==> config.mk <==
export PLATFORM = sky130hd
export DESIGN_NAME = tdc_meas_ctrl
export DESIGN_NICKNAME = d
export VERILOG_FILES = /design/src/rtl/tdc_meas_ctrl.sv
export SDC_FILE = /design/constraint.sdc
export NUM_CORES = 1
export LEC_CHECK = 0
export BUFFER_PORTS_ARGS = -buffer_cell sky130_fd_sc_hd__buf_2
export CAP_MARGIN = 20
export CORE_AREA = 3 3 196 198
export CTS_CLUSTER_SIZE = 30
export DETAILED_ROUTE_END_ITERATION = 8
export DIE_AREA = 0 0 199 201
export SYNTH_ARGS = -nofsm -noshare
export SYNTH_HDL_FRONTEND = slang
export SYNTH_SLANG_ARGS = --single-unit
==> constraint.sdc <==
create_clock -name clk -period 8.3 [get_ports clk]
set_input_delay 0.415 -clock clk [delete_from_list [all_inputs] [get_ports clk]]
set_output_delay 0.415 -clock clk [all_outputs]
set_load 0.01 [all_outputs]
==> src/rtl/tdc_meas_ctrl.sv <==
// TDC measurement sequencer: clear/arm, capture start/stop fine codes and coarse count, emit one result word.
// Optional multi-hot detection is enabled by defining TDC_MEAS_CTRL_MULTIHOT_CHK_EN.
module tdc_meas_ctrl #(
   parameter int START_W     = 204,
   parameter int STOP_W      = 176,
   parameter int CNT_W       = 48,
   parameter int IDX_W       = 8,
   parameter int TIMEOUT_CYC = 1000
) (
   input  logic               clk,
   input  logic               rst_n,
   input  logic               arm,
   input  logic               continuous,
   input  logic [START_W-1:0] one_hot_start,
   input  logic [STOP_W-1:0]  one_hot_stop,
   input  logic [CNT_W-1:0]   out_count,
   output logic               tdc_clear,
   output logic               busy,
   output logic               res_valid,
   input  logic               res_ready,
   output logic [CNT_W-1:0]   res_coarse,
   output logic [IDX_W-1:0]   res_fine_start,
   output logic [IDX_W-1:0]   res_fine_stop,
   output logic               res_timeout,
   output logic               res_err
);

   localparam int TO_W = $clog2(TIMEOUT_CYC + 1);

   typedef enum logic [2:0] {
      S_IDLE,
      S_CLEAR,
      S_WAIT_START,
      S_WAIT_STOP,
      S_RESULT
   } state_t;

   state_t state, next_state;

   logic [TO_W-1:0]  tcnt;
   logic [CNT_W-1:0] count_start;
   logic [IDX_W-1:0] idx_start;
   logic [IDX_W-1:0] enc_start_idx, enc_stop_idx;
   logic start_hit, stop_hit, to_hit, handshake;
   logic start_cap, stop_cap, to_cap;

   // Lowest set bit wins; the loop runs high-to-low so the last match is the lowest.
   function automatic logic [IDX_W-1:0] enc_start(input logic [START_W-1:0] v);
      logic [IDX_W-1:0] idx;
      idx = '0;
      for (int i = START_W - 1; i >= 0; i--)
         if (v[i]) idx = IDX_W'(i);
      return idx;
   endfunction

   function automatic logic [IDX_W-1:0] enc_stop(input logic [STOP_W-1:0] v);
      logic [IDX_W-1:0] idx;
      idx = '0;
      for (int i = STOP_W - 1; i >= 0; i--)
         if (v[i]) idx = IDX_W'(i);
      return idx;
   endfunction

   assign enc_start_idx = enc_start(one_hot_start);
   assign enc_stop_idx  = enc_stop(one_hot_stop);
   assign start_hit     = |one_hot_start;
   assign stop_hit      = |one_hot_stop;
   assign to_hit        = (tcnt == TO_W'(TIMEOUT_CYC - 1));
   assign handshake     = (state == S_RESULT) && res_ready;
   assign start_cap     = (state == S_WAIT_START) && start_hit;
   assign stop_cap      = (state == S_WAIT_STOP) && stop_hit;
   assign to_cap        = (state == S_WAIT_STOP) && !stop_hit && to_hit;

   always_ff @(posedge clk or negedge rst_n) begin
      if (!rst_n) state <= S_IDLE;
      else        state <= next_state;
   end

   always_comb begin
      next_state = state;
      case (state)
         S_IDLE:       if (arm) next_state = S_CLEAR;
         S_CLEAR:      next_state = S_WAIT_START;
         S_WAIT_START: if (start_hit) next_state = stop_hit ? S_RESULT : S_WAIT_STOP;
         S_WAIT_STOP:  if (stop_hit || to_hit) next_state = S_RESULT;
         S_RESULT:     if (handshake) next_state = continuous ? S_CLEAR : S_IDLE;
         default:      next_state = S_IDLE;
      endcase
   end

   always_comb begin
      tdc_clear = (state == S_CLEAR);
      busy      = (state != S_IDLE);
      res_valid = (state == S_RESULT);
   end

   // Result registers only change on entry to RESULT, so they hold through back-pressure.
   always_ff @(posedge clk or negedge rst_n) begin
      if (!rst_n) begin
         tcnt           <= '0;
         count_start    <= '0;
         idx_start      <= '0;
         res_coarse     <= '0;
         res_fine_start <= '0;
         res_fine_stop  <= '0;
         res_timeout    <= 1'b0;
      end else if (start_cap) begin
         tcnt        <= '0;
         count_start <= out_count;
         idx_start   <= enc_start_idx;
         if (stop_hit) begin
            res_coarse     <= '0;
            res_fine_start <= enc_start_idx;
            res_fine_stop  <= enc_stop_idx;
            res_timeout    <= 1'b0;
         end
      end else if (stop_cap) begin
         res_coarse     <= out_count - count_start;
         res_fine_start <= idx_start;
         res_fine_stop  <= enc_stop_idx;
         res_timeout    <= 1'b0;
      end else if (to_cap) begin
         res_coarse     <= '0;
         res_fine_start <= idx_start;
         res_fine_stop  <= '0;
         res_timeout    <= 1'b1;
      end else if (state == S_WAIT_STOP) begin
         tcnt <= tcnt + TO_W'(1);
      end
   end

`ifdef TDC_MEAS_CTRL_MULTIHOT_CHK_EN
   logic multi_start, multi_stop, err_start, err_q;

   // v & (v-1) clears the lowest set bit; anything left means more than one bit was set.
   assign multi_start = |(one_hot_start & (one_hot_start - START_W'(1)));
   assign multi_stop  = |(one_hot_stop & (one_hot_stop - STOP_W'(1)));

   always_ff @(posedge clk or negedge rst_n) begin
      if (!rst_n) begin
         err_start <= 1'b0;
         err_q     <= 1'b0;
      end else if (start_cap) begin
         err_start <= multi_start;
         if (stop_hit) err_q <= multi_start | multi_stop;
      end else if (stop_cap) begin
         err_q <= err_start | multi_stop;
      end else if (to_cap) begin
         err_q <= err_start;
      end
   end

   assign res_err = err_q;
`else
   assign res_err = 1'b0;
`endif

endmodule

==> reports/results.ini, run 1 <==
[yosys]
synthFlopType = dfrtp_1
synth_top_area_cell = dfrtp_1
synth_compound_area_share_pct = 27.7
synth_area_per_cell_um2 = 7.16
synthesis.area_um2 = 12300
synth_simple_gate_area_share_pct = 30.2
yosys.area.top_type_share_pct = 27.4
yosysMostFrequentCell = nor2_1
synth_top_family_by_area = simple AND/OR/NAND/NOR gates
ys_seq_area_share_pct = 27.4
synthCells = 1711
ys_warn_count = 0
yosys_register_bits = 134
synthArstFlopShare_pct = 100
synth_edf_count = 0
synth_cell_types = 81
syn_nets = 2193
synth.area.top_cells = dfrtp_1 (27%), o21ai_0 (7.2%), nor2_1 (6.4%), nor4_1 (6.3%), a21oi_1 (6.1%)
yosys.area_share.adder_pct = 5.06
synth_common_cells = nor2_1 (208), nand2_1 (197), o21ai_0 (177)
synthMuxAreaShare_pct = 0.898
synth_xor_area_share_pct = 3.29

[final_layout]
layout.nets = 2686
regArea_um2 = 3350
final_core_util_pct = 43.2
final_cell_area_um2 = 15900
syn_to_final_growth_pct = 29.4
multi_input_area_um2 = 8240
layout-drive-gt1-share_pct = 25.9
n_fill_cell = 3917

[run_status]
status = finished, violations left
violations = negative hold slack

[placed_design]
hpwl_um = 47400
placed_area_um2 = 15300
gp_routability_congestion = 1.05
numPortBuffers = 500
dp_slack_ns = 3.66

[cts]
clkSlewWorstSetupHoldPaths_ns = 0.06
insertion_delay_ns = 0.43
post_cts_buffers = 0
cts_inserted_buffers = 17
cts_hold_buffers = 0
root_buffer = clkbuf_16
cts-resized-gates = 0
clock-sinks = 134
cts.htree.levels = 4
cts_tree = built
clk_path_buf_depth = 2

[global_route]
antenna_found_initial = 21
grt_pass1_vias = 15338
grt_pass1_wl_um = 85200
grt_max_degree = 111
grt.total_usage_pct = 27.0
overflow = 0

[floorplanning]
io_pins = 502
core-area_um2 = 36700
rows = 70
dieWidth_um = 199
fp.dieArea_um2 = 40000
initial_core_util_pct = 33.4
fp.dieH_um = 201

[worst_setup_path]
end_kind = flop
worstSetupStartpointType = flop
arrival_ns = 4.57
critPathKind = flop to flop
required_ns = 8.63
crit_fanout = 4
r2r_slack_ns = 4.06
rr_worst_depth = 14

[timing]
layout_setup_ws_ns = 4.06
hold_viol = 18
worst_pin_slew_ns = 1.02
period_share_pct = 51.1
period_needed_ns = 4.24
drv_slew = 0
finalClockSkew_ns = 0.0136
maxSlewHeadroom_pct = 32.3
setup_viol = 0
fin_setup_tns_ns = 0
clock.fmax_ghz = 0.236
rsz0062_at_grt = no
hold_ws_ns = -0.0203

[route]
routed_wl_um = 55200
vias = 15243
dr.pass1.iters = 5
drtIter0Drc = 961
drc = 0
wl_per_cell_um = 20.5
ant_nets = 0
viasPerCell = 5.66

[power_and_ir_drop]
p_leak_uw = 0.00724
vdd_drop_max_mv = 0.181
p_per_area_nw_per_um2 = 238

[min_path]
hold_class = input port to async pin

[run]
cap_violations = 0

[layer usage]
layer / routed length, um / GRT usage (%) / up-vias
met3: 3270 / 5.12 / 106
met4: 2300 / 11.2 / 8
met2: 27500 / 47.4 / 548
met5: 52 / 0 / -
li1: - / - / 7374
met1: 22100 / 32.1 / 7207
[state kept, by name (all words and copies together), names as in the netlist]
register	count
res_timeout	1
res_fine_start	8
state	3
tcnt	10
idx_start	8
res_fine_stop	8
res_coarse	48
count_start	48
[critical path: stages, from the launching register on]
cell       delay, ns
dfrtp_1         0.35
ha_1            0.19
inv_1           0.06
fa_1            0.43
a211o_1         0.32
a2111oi_2       0.40
o21ai_0         0.27
a31oi_1         0.50
a211o_1         0.25
a31oi_1         0.10
or4b_1          0.47
a41o_1          0.26
a31oi_1         0.30
nand4_1         0.14
o211ai_1        0.13
[area by class of cell]
type | instances | area share, %
sequential | 134 | 21.1
multi-input combinational | 1406 | 52.0
tap | 468 | 3.69
timing repair buffer | 505 | 16.1
antenna | 10 | 0.158
clock inverter | 13 | 0.939
inverter | 140 | 3.31
clock buffer | 19 | 2.73
[metrics by stage]
stage,instances,power [uW]
floorplan,1711,2350
global placement,2653,3000
detailed placement,2653,3030
CTS,2685,3810
global route,2693,4100
finish,2695,3770
[final timing paths]
kind,from,endpoint
worst max-delay path,count_start[0],res_coarse[46]
worst min-delay path,rst_n,res_coarse[30]
worst max register to register,count_start[0],res_coarse[46]
worst min register to register,idx_start[2],idx_start[2]
max in group asynchronous,rst_n,res_coarse[2]
min in group clk,res_ready,state[2]
[placed cells by master, fill, tap and decap left out, types with 48 or more instances in the layout]
cell type	synthesis	layout
buf_2	3	499
nor2_1	208	208
nand2_1	197	197
o21ai_0	177	177
a21oi_1	149	149
inv_1	140	140
dfrtp_1	134	134
nor4_1	124	124
nor3_1	70	70
ha_1	48	48
[where the power goes]
| part | switching (uW) | total, uW | internal (uW) |
|---|---|---|---|
| clock | 303 | 748 | 445 |
| combinational | 1210 | 2020 | 805 |
| sequential | 106 | 1000 | 895 |
| total | 1620 | 3770 | 2150 |
[cells by family (layout without fill, tap and decap cells)]
logic type / Yosys count / after routing
multiplexers: 10 / 10
AND/OR/NAND/NOR: 755 / 755
XOR/XNOR: 46 / 46
other: 1 / 11
adder cells (fa/ha/maj): 49 / 49
buffers and inverters: 171 / 677
flip-flops: 134 / 134
AO/OA/AOI/OAI: 545 / 545
(Power assumes the default switching activity.)
==> run 2, diff against run 1 <==
Clock period 8.3 ns to 3.86 ns, I/O delays scaled along.
==> run 2 against run 1 <==
- the run now ends clean
- design area increased by 3.5%
- die area is the same
- critical path depth decreased by 1
- register-to-register slack got worse by 4.0 ns
- sequential cell count is the same
- clock-buffer cell count is the same
- via count is 0.47% higher
- non-clock buffer count is 51 higher
- sequential power up 120%
- core utilization increased by 1.5 points
- clock power up 140%
- total power is 120% higher
- critical endpoint is now res_coarse[44]
==> reports/results.ini, run 2 (synthesis gave the netlist of run 1 again) <==
[worst_setup_path]
end_kind = flop
cpMostUsedCell = a211o_1
arrival_ns = 4.06  ; -0.51 ns
timing.rr.end = res_coarse[44]
worst-path-buf-inv = 1  ; unchanged
r2r_start = count_start[0]
r2r_slack_ns = 0.10  ; -3.96 ns
cp-startpoint = count_start[0]
cp_top_family = compound AO/OA/AOI/OAI gates
worstSetupStartpointType = flop
crit_path_max_incr_delay_ns = 0.47  ; -0.03 ns
crit_fanout = 2  ; -2
path_cells = ha_2, inv_2, fa_2, a211o_1, a2111oi_4, o21ai_2, a31oi_4, a211o_1, a31oi_1, or4b_1, a41o_1, a211o_1, a32o_1
required_ns = 4.16  ; -4.47 ns
worst_path_max_delay_cell = or4b_1
rr_worst_depth = 13  ; -1
critPathKind = flop to flop

[min_path]
hold_depth = 3
min_from = out_count[41]
hold_end = count_start[41]
hold_class = input port to flop

[route]
dr.pass1.iters = 5  ; unchanged
ant_nets = 0  ; unchanged
drc = 0  ; unchanged
routed_wl_um = 54900  ; -0.66%
wl_met2_um = 26900  ; -2.1%
wl_per_cell_um = 20.0  ; -2.5%
drtIter0Drc = 886  ; -7.8%
drt-met1-wl_um = 22400  ; +1.2%
vias = 15315  ; +0.47%
top_layer_used = met5
wl_met3_um = 2910  ; -11%
viasPerCell = 5.58  ; -1.4%

[floorplanning]
fp.dieH_um = 201  ; unchanged
initial_core_util_pct = 33.4  ; unchanged
io_pins = 502  ; unchanged
fp.dieArea_um2 = 40000  ; unchanged
core-area_um2 = 36700  ; unchanged
rows = 70  ; unchanged
dieWidth_um = 199  ; unchanged

[placed_design]
dp_cells = 2680  ; +1.0%
gp_routability_congestion = 1.07  ; +2.1%
numPortBuffers = 500  ; unchanged
dp_slack_ns = -0.194  ; -3.85 ns
hpwl_um = 46700  ; -1.4%

[final_layout]
stdcell_count = 2745  ; +1.9%
layout-drive-gt1-share_pct = 27.0  ; +1.1 points
final_cell_mix = buf_2 (499), nor2_1 (208), nand2_1 (197)
syn_to_final_growth_pct = 33.9
n_fill_cell = 3801  ; -3.0%
layout.nets = 2737  ; +1.9%
top_regs = count_start: 48 flops, res_coarse: 48 flops, tcnt: 10 flops
final_common_cell = buf_2

[run]
cap_violations = 0  ; unchanged

[timing]
rsz0062_at_grt = yes
period_needed_ns = 3.76  ; -0.484 ns
hold_viol = 0  ; -18
hold_ws_ns = 0.0110  ; +0.0313 ns
period_share_pct = 97.3  ; +46 points
setup_viol = 0  ; unchanged
clock.fmax_ghz = 0.266  ; +13%
fin_setup_tns_ns = 0  ; unchanged
worst_pin_slew_ns = 0.824  ; -0.192 ns
layout_setup_ws_ns = 0.103  ; -3.96 ns
maxSlewHeadroom_pct = 45.1  ; +13 points
finalClockSkew_ns = 0.0136  ; +0.0000422 ns
drv_slew = 0  ; unchanged

[cts]
clkSlewWorstSetupHoldPaths_ns = 0.06  ; about the same
clk_path_buf_depth = 2  ; unchanged
cts_tree = built
cts_inserted_buffers = 17  ; unchanged
clock-sinks = 134  ; unchanged
root_buffer = clkbuf_16
cts.htree.levels = 4  ; unchanged
insertion_delay_ns = 0.42  ; about the same

[global_route]
overflow = 0  ; unchanged
grt.total_usage_pct = 26.4  ; -0.60 points
grt_pass1_wl_um = 83900  ; -1.6%
grt_max_degree = 87  ; -22%
antenna_found_initial = 16  ; -24%
grt_pass1_vias = 15260  ; -0.51%

[power_and_ir_drop]
vdd_drop_max_mv = 0.338  ; +86%
p_per_area_nw_per_um2 = 515  ; +120%
p_leak_uw = 0.00753  ; +4.1%

[run_status]
status = finished, final reports clean

==> run 2: cell count changes in the layout (fill, tap and decap cells not counted), moves of 2 or more <==
cell / previous run / this run
dlygate4sd3_1: 0 / 20
clkinv_2: 0 / 2
inv_6: 3 / 1
clkinvlp_4: 6 / 2
a31oi_1: 15 / 13
bufinv_16: 2 / 5
buf_4: 5 / 35
==> run 2: tightest hold or removal path: cells and delay by family <==
| kind | cells | cell delay, ns |
|---|---|---|
| AO/OA/AOI/OAI | 1 | 0.06 |
| buffers and inverters | 1 | 0.10 |
| AND/OR/NAND/NOR | 1 | 0.04 |
==> run 2: layout make-up <==
cell class / instances / area (um^2) / share of cell area, %
Multi-Input combinational cell: 1406 / 8280 / 50.5
Antenna cell: 10 / 25.0 / 0.152
Sequential cell: 134 / 3350 / 20.4
Tap cell: 468 / 586 / 3.57
Timing Repair Buffer: 556 / 2990 / 18.2
Clock buffer: 19 / 443 / 2.70
Inverter: 140 / 526 / 3.20
Clock inverter: 12 / 201 / 1.23
==> run 2: power by group <==
group / internal (uW) / switching, uW
clock: 1160 / 640
combinational: 1830 / 2670
sequential: 1920 / 230
==> run 2: how the worst max path moves through the flow <==
stage,endpoint,depth (start not counted)
2_1_floorplan,res_coarse[44],13
3_3_place_gp,res_coarse[44],16
4_1_cts,res_coarse[44],14
6_report,res_coarse[44],13
5_1_grt,res_coarse[44],13
3_5_place_dp,res_coarse[44],16
==> run 2: stage by stage <==
stage / total power [uW] / area, um^2 / utilization, %
after floorplan: 5040 / 12300 / -
after global placement: 6520 / 15500 / 42.1
after detailed placement: 6580 / 15500 / 42.1
after CTS: 8470 / 16300 / 44.5
after global routing: 9140 / 16400 / 44.7
final: 8460 / 16400 / 44.7
==> run 2: layer usage <==
layer	vias up	track usage, %
met2	544	46.7
met5	-	0
met3	120	4.45
li1	7464	-
met4	8	11.1
met1	7179	31.4
==> run 2: what timing repair did <==
action	CTS	global route
setup buffers	0	5
pin swaps	1	8
endpoints found under the hold margin	103	0
endpoints found under the setup margin	2	2
gates resized for setup	4	6
hold buffers	20	0
==> run 3, diff against run 2 <==
Settings changed: CORE_AREA 3 3 196 198 to not set, CORE_MARGIN set to 3, CORE_UTILIZATION set to 30, DIE_AREA 0 0 199 201 to not set.
==> run 3 against run 2 <==
- global-route usage is 2.9 points lower
- die area is 8.3% higher
- total power is 2.0% lower
- worst setup slack worse by 0.019 ns
- clock-buffer cell count is 1 lower
- clock power is 7% lower
- design area is 0.35% higher
- routed wire length is 2.2% lower
- register-to-register slack worse by 0.02 ns
- clock skew is 0.00097 ns higher
- via count is 0.35% lower
- critical path type unchanged
- critical endpoint unchanged
- largest power group unchanged
==> reports/results.ini, run 3 (synthesis gave the netlist of run 1 again) <==
[timing]
fin_setup_tns_ns = 0  ; unchanged
period_needed_ns = 3.78  ; +0.0189 ns
maxSlewHeadroom_pct = 42.6  ; -2.5 points
worst_pin_slew_ns = 0.861  ; +0.0373 ns
period_share_pct = 97.8  ; +0.49 points
clock.fmax_ghz = 0.265  ; -0.50%
setup_viol = 0  ; unchanged
finalClockSkew_ns = 0.0146  ; +0.000966 ns
drv_slew = 0  ; unchanged
hold_viol = 0  ; unchanged

[worst_setup_path]
rr_worst_depth = 14  ; +1
timing.rr.end = res_coarse[44]
crit_fanout = 4  ; +2
end_kind = flop
worstSetupStartpointType = flop
r2r_slack_ns = 0.08  ; -0.02 ns
critPathKind = flop to flop
required_ns = 4.16  ; about the same
arrival_ns = 4.08  ; +0.02 ns
r2r_start = count_start[0]

[placed_design]
gp_routability_congestion = 0.975  ; -8.9%
numPortBuffers = 500  ; unchanged
hpwl_um = 45500  ; -2.6%

[final_layout]
layout-drive-gt1-share_pct = 26.9  ; -0.059 points
syn_to_final_growth_pct = 34.4
layout.nets = 2741  ; +0.15%
final_common_cell = buf_2
final_cell_mix = buf_2 (499), nor2_1 (208), nand2_1 (197)
top_regs = count_start: 48 flops, res_coarse: 48 flops, tcnt: 10 flops
n_fill_cell = 4304  ; +13%

[global_route]
overflow = 0  ; unchanged
grt.total_usage_pct = 23.5  ; -2.9 points
use_met2_pct = 42.5  ; -4.2 points
grt_max_degree = 90  ; +3.4%
antenna_found_initial = 13  ; -3
met1_usage_pct = 28.8  ; -2.5 points
busiest_layer = met2
grt_pass1_wl_um = 82400  ; -1.7%
grt_pass1_vias = 15003  ; -1.7%
grtUsageMet3_pct = 3.69  ; -0.75 points

[floorplanning]
dieWidth_um = 208  ; +4.6%
io_pins = 502  ; unchanged
fp.dieArea_um2 = 43300  ; +8.3%
core-area_um2 = 40000  ; +9.0%
initial_core_util_pct = 30.6  ; -2.8 points
rows = 73  ; +4.3%
fp.dieH_um = 208  ; +3.5%

[route]
drc = 0  ; unchanged
vias = 15261  ; -0.35%
wl_per_cell_um = 19.1  ; -4.2%
viasPerCell = 5.44  ; -2.4%
ant_nets = 0  ; unchanged
routed_wl_um = 53700  ; -2.2%
drtIter0Drc = 998  ; +13%
dr.pass1.iters = 6  ; +1

[run]
cap_violations = 0  ; unchanged

[min_path]
hold_depth = 3  ; unchanged
hold_end = count_start[3]
min_from = out_count[3]
hold_class = input port to flop

[cts]
cts_tree = built
insertion_delay_ns = 0.42  ; about the same
cts.htree.levels = 4  ; unchanged
clock-sinks = 134  ; unchanged
cts_inserted_buffers = 17  ; unchanged
root_buffer = clkbuf_16
clkSlewWorstSetupHoldPaths_ns = 0.06  ; about the same
clk_path_buf_depth = 2  ; unchanged

[power_and_ir_drop]
finalPower_uw = 8290  ; -2.0%
p_per_area_nw_per_um2 = 503  ; -2.3%
pwr-share-clk_pct = 20.1  ; -1.2 points
seqPwrFrac_pct = 25.8  ; +0.3 points
vdd_drop_max_mv = 0.345  ; +2.1%
switchingPower_uw = 3560  ; +0.56%
p_int_uw = 4730  ; -3.8%
p_sw_share_pct = 42.9  ; +1.1 points
p_leak_uw = 0.00754  ; about the same
p_comb_share_pct = 54.1  ; +0.9 points

[run_status]
status = finished, final reports clean

[run 3: cell types whose count changed in the layout (fill, tap and decap cells not counted), sizes merged]
cell         before  now
inv             141  147
diode            10    6
dlygate4sd3      20   24
bufinv            5    2
clkbuf           19   18
clkinvlp          2    1
[run 3: critical path: stages, from the launching register on]
cell and delay, ns:
dfrtp_1 0.38, ha_4 0.16, inv_2 0.04, fa_2 0.33
a211o_1 0.32, a2111oi_4 0.37, o21ai_2 0.11, a31oi_2 0.23
buf_4 0.18, a211o_1 0.16, a31oi_1 0.10, or4b_1 0.50
a41o_1 0.26, a211o_1 0.29, a32o_1 0.25
[run 3: worst max-delay path by stage]
stage	start	endpoint	slack, ns
floorplan	count_start[0]	res_coarse[44]	0.28
global placement	out_count[0]	res_coarse[44]	-0.15
detailed placement	out_count[0]	res_coarse[44]	-0.20
CTS	count_start[0]	res_coarse[44]	-0.07
global route	count_start[0]	res_coarse[44]	-0.01
finish	count_start[0]	res_coarse[44]	0.08
[run 3: layout make-up]
cell class              count  area, um^2  area share, %
inverters                 140         526           3.19
clock buffers              18         429           2.61
well taps                 525         657           3.99
multi-input cells        1406        8280           50.3
diodes                      6        15.0         0.0912
repair buffers            560        3040           18.5
clock inverters            14         165           1.00
flip-flops and latches    134        3350           20.4
[run 3: per-layer routing]
| layer | vias up | wire [um] |
|---|---|---|
| met4 | 10 | 1400 |
| li1 | 7495 | - |
| met5 | - | 51 |
| met3 | 77 | 2700 |
| met2 | 463 | 26900 |
| met1 | 7216 | 22700 |
[run 3: power groups by stage]
stage / Clock (uW) / Combinational [uW] / Sequential (uW)
4_1_cts: 1710 / 4490 / 2140
3_5_place_dp: 0 / 4420 / 2170
3_3_place_gp: 0 / 4390 / 2150
5_1_grt: 1770 / 5000 / 2200
2_1_floorplan: 0 / 2820 / 2220
6_report: 1670 / 4480 / 2140
[run 3: timing repair]
action / CTS / global route
setup buffers: 0 / 1
resized for setup: 6 / 2
hold endpoints to repair: 110 / 0
endpoints found under the setup margin: 2 / 2
hold buffers: 24 / 0
pin swaps: 5 / 3
[run 3: through the flow]
stage	hold slack [ns]	area, um^2	utilization (%)	setup WS, ns	std cells
floorplan	-0.103	12300	-	0.277	1711
global placement	0.346	15600	38.9	-0.149	2740
detailed placement	0.352	15600	38.9	-0.205	2740
CTS	0.000392	16400	41.1	-0.0651	2796
global route	0.0105	16500	41.1	-0.0129	2801
finish	0.0208	16500	41.2	0.0844	2803
